## src/rtl/pc_fetch_unit.sv

```systemverilog
// pc_fetch_unit: PC register plus instruction fetch over a req/ready port, committing the next PC on retire
module pc_fetch_unit #(
    parameter logic [31:0] RESET_PC      = 32'h0000_0000,
    parameter int          FETCH_TIMEOUT = 16
) (
    input  logic        clk,
    input  logic        rst_n,
    output logic        im_req_o,
    output logic [31:0] im_addr_o,
    input  logic        im_ready_i,
    input  logic [31:0] im_rdata_i,
    output logic [31:0] instr_o,
    output logic        instr_valid_o,
    output logic [31:0] pc_o,
    output logic [31:0] pc_plus4_o,
    input  logic        exec_done_i,
    input  logic [1:0]  npc_op_i,
    input  logic        jump_i,
    input  logic        br_taken_i,
    input  logic [31:0] rs_data_i,
    output logic        fault_o
);
    localparam int CW = $clog2(FETCH_TIMEOUT + 1);

    typedef enum logic [1:0] {S_BOOT, S_FETCH, S_EXEC, S_HALT} state_e;

    state_e        state_q, state_d;
    logic [31:0]   pc_q, instr_q;
    logic [CW-1:0] cnt_q;
    logic [31:0]   plus4, br_target, next_pc;
    logic          fetch_hit, retire, misaligned, timed_out;

    assign plus4      = pc_q + 32'd4;
    assign br_target  = plus4 + {{14{instr_q[15]}}, instr_q[15:0], 2'b00};
    assign fetch_hit  = state_q == S_FETCH && im_ready_i;
    assign retire     = state_q == S_EXEC && exec_done_i;
    assign misaligned = next_pc[1:0] != 2'b00;
    assign timed_out  = cnt_q == CW'(FETCH_TIMEOUT - 1);

    // next PC selection; reserved op 11 falls back to sequential
    always_comb begin
        next_pc = npc_op_i == 2'b01 ? (br_taken_i ? br_target : plus4) :
                  npc_op_i == 2'b10 ? (jump_i ? {plus4[31:28], instr_q[25:0], 2'b00} : rs_data_i) :
                  plus4;
    end

    // state register
    always_ff @(posedge clk or negedge rst_n) begin
        if (!rst_n) state_q <= S_BOOT;
        else        state_q <= state_d;
    end

    // next-state logic; a ready response wins over a timeout in the same cycle
    always_comb begin
        state_d = state_q;
        case (state_q)
            S_BOOT:  state_d = S_FETCH;
            S_FETCH: state_d = im_ready_i ? S_EXEC : (timed_out ? S_HALT : S_FETCH);
            S_EXEC:  state_d = exec_done_i ? (misaligned ? S_HALT : S_FETCH) : S_EXEC;
            default: state_d = S_HALT;
        endcase
    end

    // outputs decoded from state
    always_comb begin
        im_req_o      = state_q == S_FETCH;
        instr_valid_o = state_q == S_EXEC;
        fault_o       = state_q == S_HALT;
    end

    // PC, fetched word and wait counter; a misaligned target leaves PC untouched
    always_ff @(posedge clk or negedge rst_n) begin
        if (!rst_n) begin
            pc_q    <= RESET_PC;
            instr_q <= 32'd0;
            cnt_q   <= '0;
        end else begin
            pc_q    <= retire && !misaligned ? next_pc : pc_q;
            instr_q <= fetch_hit ? im_rdata_i : instr_q;
            cnt_q   <= state_q == S_FETCH && !im_ready_i ? cnt_q + 1'b1 : '0;
        end
    end

    assign im_addr_o  = pc_q;
    assign pc_o       = pc_q;
    assign pc_plus4_o = plus4;
    assign instr_o    = instr_q;
endmodule

```

## config.mk

```make
export PLATFORM = sky130hd
export DESIGN_NAME = pc_fetch_unit
export DESIGN_NICKNAME = d
export VERILOG_FILES = /design/src/rtl/pc_fetch_unit.sv
export SDC_FILE = /design/constraint.sdc
export NUM_CORES = 1
export LEC_CHECK = 0
export BUFFER_PORTS_ARGS = -buffer_cell sky130_fd_sc_hd__buf_2
export CELL_PAD_IN_SITES_DETAIL_PLACEMENT = 1
export CELL_PAD_IN_SITES_GLOBAL_PLACEMENT = 2
export CORE_UTILIZATION = 25
export DETAILED_ROUTE_END_ITERATION = 10
export PLACE_DENSITY = 0.82
export RECOVER_POWER = 100
export SETUP_SLACK_MARGIN = 0.4
export SYNTH_ARGS = -nofsm -noshare
export SYNTH_HDL_FRONTEND = slang
export SYNTH_SLANG_ARGS = --single-unit
```

## constraint.sdc

```tcl
create_clock -name clk -period 4.26 [get_ports clk]
set_input_delay 0.639 -clock clk [delete_from_list [all_inputs] [get_ports clk]]
set_output_delay 0.639 -clock clk [all_outputs]
set_load 0.005 [all_outputs]
```

==> results.sh, run 1 <==
export IMPL_final_common_cell="buf_2"
export IMPL_synth_area_leader_cell="dfrtp_1"
export IMPL_num_fill_cells=2914
export IMPL_grt_use_total=0.190
export IMPL_path_clk_slew_ps=70
export IMPL_maxSlewHeadroom=-0.764
export IMPL_hold_start="cnt_q[0]$_DFF_PN0_"
export IMPL_drt_initial_drc_count=235
export IMPL_clk_path_buf_depth=2
export IMPL_cts_max_level=3
export IMPL_antenna_found_initial=0
export IMPL_drv_slew=124
export IMPL_met2_wirelength_um=11200
export IMPL_dp_final_hpwl_um=17100
export IMPL_max_cap_violations=3
export IMPL_dieArea_mm2=0.0245
export IMPL_finalWeightedCongestion=0.890
export IMPL_insertion_delay_ps=360
export IMPL_startpoint="im_addr_o[3]$_DFFE_PN0P_"
export IMPL_first_pass_iters=4
export IMPL_worst_slack_ps=438
export IMPL_period_needed_ps=3820
export IMPL_critPathRequiredTime_ps=4550
export IMPL_peakVddDrop_mv=0.210
export IMPL_antenna_cells=0
export IMPL_synth_top_area_frac=0.298
export IMPL_cts_hold_buf=0
export IMPL_clock_skew_ps=11.3
export IMPL_row_count=56
export IMPL_ios=203
export IMPL_synth_edf_count=0
export IMPL_tritoncts_num_buffers=9
export IMPL_wl_met3_um=1040
export IMPL_area_growth_pct=32.0
export IMPL_critical_path_class="flop to flop"
export IMPL_setup_worst_path_end_class="flop"
export IMPL_wirelength_um=22900
export IMPL_synth_seq_cells=71
export IMPL_rsz0062_at_grt="yes"
export IMPL_syn_inst=703
export IMPL_wl_per_cell_um=18.5
export IMPL_wl_met1_um=10400
export IMPL_dieHeight_um=156
export IMPL_yosysUniqueCellTypes=54
export IMPL_synth_nets=814
export IMPL_max_freq_mhz=262
export IMPL_drc_errors=0
export IMPL_drive_gt1_frac=0.316
export IMPL_yosys_warnings=0
export IMPL_grt_pass1_vias=6107
export IMPL_layout_nets=1030
export IMPL_vias=6124
export IMPL_ys_seq_area_frac=0.298
export IMPL_portBuffers=202
export IMPL_power_leakage_nw=3.63
export IMPL_hold_class="flop to flop"
export IMPL_violations="max-capacitance violations, max-slew violations"
export IMPL_cts_tree="built"
export IMPL_arrival_ps=4110
export IMPL_r2r_start="im_addr_o[3]$_DFFE_PN0P_"
export IMPL_grt_start_max_net_pins=47
export IMPL_avgSynthCellArea_um2=8.48
export IMPL_period_share=0.897
export IMPL_setup_tns_ps=0
export IMPL_root_buffer="clkbuf_16"
export IMPL_top_layer="met4"
export IMPL_p_per_area_mw_per_mm2=777
export IMPL_status="finished with violations"
export IMPL_crit_fanout=5
export IMPL_grt_first_pass_wirelength_um=35100
export IMPL_final_cell_mix="153 x buf_2, 74 x nand2_1, 68 x dfrtp_1"
export IMPL_core_area_mm2=0.0234
export IMPL_die_x_um=156
export IMPL_worst_setup_path_start_kind="flop"
export IMPL_setup_viol=0
export IMPL_start_util=0.255
export IMPL_synth_area_leaders="dfrtp_1 30%, ha_1 8.0%, mux2_2 6.8%, a21oi_1 5.2%, nand2_1 4.8%"
export IMPL_place_ws_ps=140
export IMPL_synth_ff_type="dfrtp_1"
export IMPL_numClockSinks=71
export IMPL_grt_overflow=0
export IMPL_synth_area_mm2=0.00596
export IMPL_worstMarginPinSlew_ps=2650
export IMPL_finalHoldViolations=0
export IMPL_detail_route_antenna_nets=0
export IMPL_viasPerCell=4.93
export IMPL_ys_async_sr_fraction=1.00
-- stage by stage --
stage	cell area [um^2]	util	hold WS, ps	power, W	cells
after floorplan	5970	-	343	0.00367	703
after global placement	7280	0.311	458	0.00495	1196
after detailed placement	7280	0.311	471	0.00501	1196
after CTS	7700	0.329	317	0.00600	1220
after global routing	7870	0.336	504	0.00667	1243
final	7870	0.336	476	0.00611	1243
-- worst paths after layout --
path                       slack (ps)                        end  cells after the start
max                               440  im_addr_o[31]$_DFFE_PN0P_                     17
min                               480         cnt_q[0]$_DFF_PN0_                      1
max reg2reg                       440  im_addr_o[31]$_DFFE_PN0P_                     17
min reg2reg                       480         cnt_q[0]$_DFF_PN0_                      1
max in group asynchronous        1200    instr_o[16]$_DFFE_PN0P_                      2
min in group asynchronous        1080    instr_o[27]$_DFFE_PN0P_                      1
-- area by class of cell --
| cell class | instances | area [um^2] | share of cell area |
|---|---|---|---|
| multi-input cells | 559 | 3950 | 0.501 |
| repair buffers | 268 | 1380 | 0.175 |
| inverters | 10 | 37.5 | 0.00477 |
| clock inverters | 7 | 103 | 0.0130 |
| well taps | 319 | 399 | 0.0507 |
| flip-flops and latches | 71 | 1780 | 0.226 |
| clock buffers | 9 | 225 | 0.0286 |
-- critical path, cell delays in order, from the launching register on --
cell	delay [ps]
dfrtp_1	390
nand2_1	90
or3_1	510
nor2b_4	210
and2_4	180
nand2_1	60
xnor2_1	270
ha_2	280
a211o_1	190
a21oi_1	50
o21ba_2	210
a21oi_2	120
o211ai_1	150
a21o_1	210
and4_4	190
o21a_1	170
or4_1	390
nand3_1	90
-- cell families (layout without fill, tap and decap cells) --
kind of cell | Yosys count | in the layout | share of synthesized area
mux | 60 | 60 | 0.108
xor+xnor | 53 | 53 | 0.0778
buf+inv | 73 | 294 | 0.0674
fa+ha+maj | 39 | 39 | 0.0831
flops | 71 | 71 | 0.298
simple gates | 208 | 208 | 0.163
compound gates | 199 | 199 | 0.203
-- where the power goes --
group / switching, W / internal, W / total, W
sequential: 0.000385 / 0.000961 / 0.00135
clock: 0.000367 / 0.000521 / 0.000888
combinational: 0.00210 / 0.00178 / 0.00388
-- synth_stat cells, drive strengths merged (9+ instances only) --
library cell / instances
a21oi: 62
mux2i: 24
a31oi: 11
nor2: 55
xnor2: 32
mux2: 36
o21ai: 56
clkbuf: 23
a211oi: 17
xor2: 21
dfrtp: 71
nand3: 14
nor3: 11
a21o: 11
o21a: 9
and3: 9
nand2b: 9
inv: 10
ha: 38
buf: 40
nand2: 77
-- state kept, by name (all words and copies together) (netlist names) --
| signal | cells |
|---|---|
| state_q | 2 |
| im_addr_o | 32 |
| cnt_q | 5 |
| instr_o | 32 |
-- metal layers --
metal  up-vias  track usage
met4         0       0.0472
met5         -            0
met1      3018        0.240
met2       144        0.332
li1       2940            -
met3        22       0.0346
-- what timing repair did --
| action | 4_1_cts | 5_1_grt |
|---|---|---|
| setup buffers | 8 | 23 |
| gates resized for setup | 10 | 45 |
| pin swaps | 4 | 22 |
| endpoints found under the setup margin | 5 | 8 |
No activity file was read; power rests on OpenSTA's default activity.
==> inputs of run 2 (changes only) <==
- CORE_MARGIN: default -> 2
- CORE_UTILIZATION: 25 -> 30
- CTS_BUF_LIST: default -> sky130_fd_sc_hd__clkbuf_8
- PLACE_DENSITY: 0.82 -> 0.94
==> run 2 against run 1 <==
  * The run still ends with max-capacitance violations, max-slew violations left
  * Core utilization increased by 6.0 points
  * Die area is 14% lower
  * Critical path depth unchanged
  * Maximum frequency shrank 1.8%
  * Worst hold slack got worse by 6.8 ps
  * Critical endpoint unchanged
==> results.sh, run 2 (synthesized netlist as in run 1, its figures left out) <==
export IMPL_critical_path_class="flop to flop"
export IMPL_dieHeight_um=145
export IMPL_fin_area_mm2=0.00771
export IMPL_grt_use_total=0.216
export IMPL_root_buffer="clkbuf_8"
export IMPL_final_cell_mix="144 x buf_2, 75 x nand2_1, 74 x clkbuf_1"
export IMPL_rsz0062_at_grt="yes"
export IMPL_area_growth_pct=29.2
export IMPL_grt_overflow=0
export IMPL_cts_max_level=3
export IMPL_grt_first_pass_wirelength_um=36000
export IMPL_finalWeightedCongestion=0.895
export IMPL_grt_use_met1=0.264
export IMPL_numClockSinks=71
export IMPL_vias=6116
export IMPL_worstMarginPinSlew_ps=2710
export IMPL_drive_gt1_frac=0.305
export IMPL_peakVddDrop_mv=0.281
export IMPL_cts_hold_buf=0
export IMPL_busiest_layer="met2"
export IMPL_detail_route_antenna_nets=0
export IMPL_max_cap_violations=2
export IMPL_wirelength_um=23200
export IMPL_grt_use_met2=0.376
export IMPL_power_leakage_nw=3.55
export IMPL_max_freq_mhz=257
export IMPL_arrival_ps=4220
export IMPL_start_util=0.306
export IMPL_worst_slack_ps=368
export IMPL_power_w=0.00591
export IMPL_gr_usage_met3=0.0541
export IMPL_dp_final_hpwl_um=17200
export IMPL_final_cell_count_no_fill=1186
export IMPL_insertion_delay_ps=390
export IMPL_layout_nets=1027
export IMPL_viasPerCell=5.16
export IMPL_placed_cell_area_mm2=0.00721
export IMPL_worst_setup_path_start_kind="flop"
export IMPL_period_needed_ps=3890
export IMPL_dieArea_mm2=0.0210
export IMPL_drc_errors=0
export IMPL_die_x_um=145
export IMPL_row_count=51
export IMPL_place_ws_ps=87.7
export IMPL_clock_skew_ps=16.5
export IMPL_first_pass_iters=4
export IMPL_p_per_area_mw_per_mm2=768
export IMPL_wl_per_cell_um=19.5
export IMPL_antenna_cells=0
export IMPL_violations="max-capacitance violations, max-slew violations"
export IMPL_portBuffers=202
export IMPL_ios=203
export IMPL_period_share=0.914
export IMPL_drt_initial_drc_count=249
export IMPL_core_area_mm2=0.0195
export IMPL_drv_slew=79
export IMPL_path_clk_slew_ps=90
export IMPL_final_common_cell="buf_2"
export IMPL_num_fill_cells=2436
export IMPL_grt_start_max_net_pins=45
export IMPL_hold_class="input pin to flop"
export IMPL_status="finished with violations"
export IMPL_finalHoldViolations=0
export IMPL_tritoncts_num_buffers=9
export IMPL_setup_viol=0
export IMPL_setup_worst_path_end_class="flop"
export IMPL_dp_cells=1141
export IMPL_clk_path_buf_depth=2
export IMPL_grt_pass1_vias=6393
export IMPL_antenna_found_initial=0
export IMPL_cts_tree="built"
export IMPL_maxSlewHeadroom=-0.805
export IMPL_critPathRequiredTime_ps=4590
export IMPL_crit_fanout=4
export IMPL_setup_tns_ps=0
run 2: changes by cell type in the layout (fill, tap and decap cells not counted), moves of 6 or more:
cell / delta
buf_2: -9
buf_4: -6
clkbuf_1: +10
clkbuf_16: -9
clkbuf_8: +10
run 2: area by class of cell:
class                           instances  area (um^2)  area share
Clock buffer                           10          138      0.0179
Clock inverter                          6         85.1      0.0110
Inverter                               10         37.5     0.00487
Multi-Input combinational cell        559         4000       0.519
Sequential cell                        71         1780       0.231
Tap cell                              265          332      0.0430
Timing Repair Buffer                  265         1340       0.174
run 2: layer usage:
layer | vias up | routed length, um
met3 | 33 | 1410
met4 | 0 | 486
li1 | 2910 | -
met1 | 3012 | 9950
met2 | 161 | 11300
met5 | - | 0
run 2: critical path, stage by stage, from the launching register on:
cell	delay, ps
dfrtp_1	400
ha_1	250
nand3_4	140
nor2_4	140
buf_4	140
and4_1	240
xor2_2	90
ha_1	340
and3_1	220
nand2_1	80
a211oi_1	340
o21a_2	250
o211ai_1	140
a21o_1	200
and4_4	190
o21a_1	170
or4_1	390
nand3_1	110
run 2: per-stage QoR:
stage           util  hold slack [ps]
2_1_floorplan      -              343
3_3_place_gp   0.370              453
3_5_place_dp   0.370              464
4_1_cts        0.389              277
5_1_grt        0.396              468
6_report       0.396              469
run 2: repair_timing:
action | CTS | global route
endpoints found under the setup margin | 6 | 9
pin swaps | 6 | 16
resized for setup | 16 | 42
setup buffers | 9 | 20
run 2: where the power goes:
| part | total [W] | internal (W) | switching [W] | leakage (nW) |
|---|---|---|---|---|
| Sequential | 0.00133 | 0.000959 | 0.000367 | 0.880 |
| Combinational | 0.00393 | 0.00176 | 0.00217 | 2.56 |
| Clock | 0.000661 | 0.000344 | 0.000317 | 0.114 |
run 2: worst paths after layout:
| kind | from | to | slack (ps) | cells past startpoint |
|---|---|---|---|---|
| max | im_addr_o[3]$_DFFE_PN0P_ | im_addr_o[31]$_DFFE_PN0P_ | 370 | 17 |
| min | im_rdata_i[4] | instr_o[4]$_DFFE_PN0P_ | 470 | 2 |
| max reg2reg | im_addr_o[3]$_DFFE_PN0P_ | im_addr_o[31]$_DFFE_PN0P_ | 370 | 17 |
| min reg2reg | cnt_q[0]$_DFF_PN0_ | cnt_q[0]$_DFF_PN0_ | 470 | 1 |
| max in group asynchronous | rst_n | instr_o[20]$_DFFE_PN0P_ | 1250 | 2 |
| min in group asynchronous | rst_n | instr_o[4]$_DFFE_PN0P_ | 1100 | 1 |
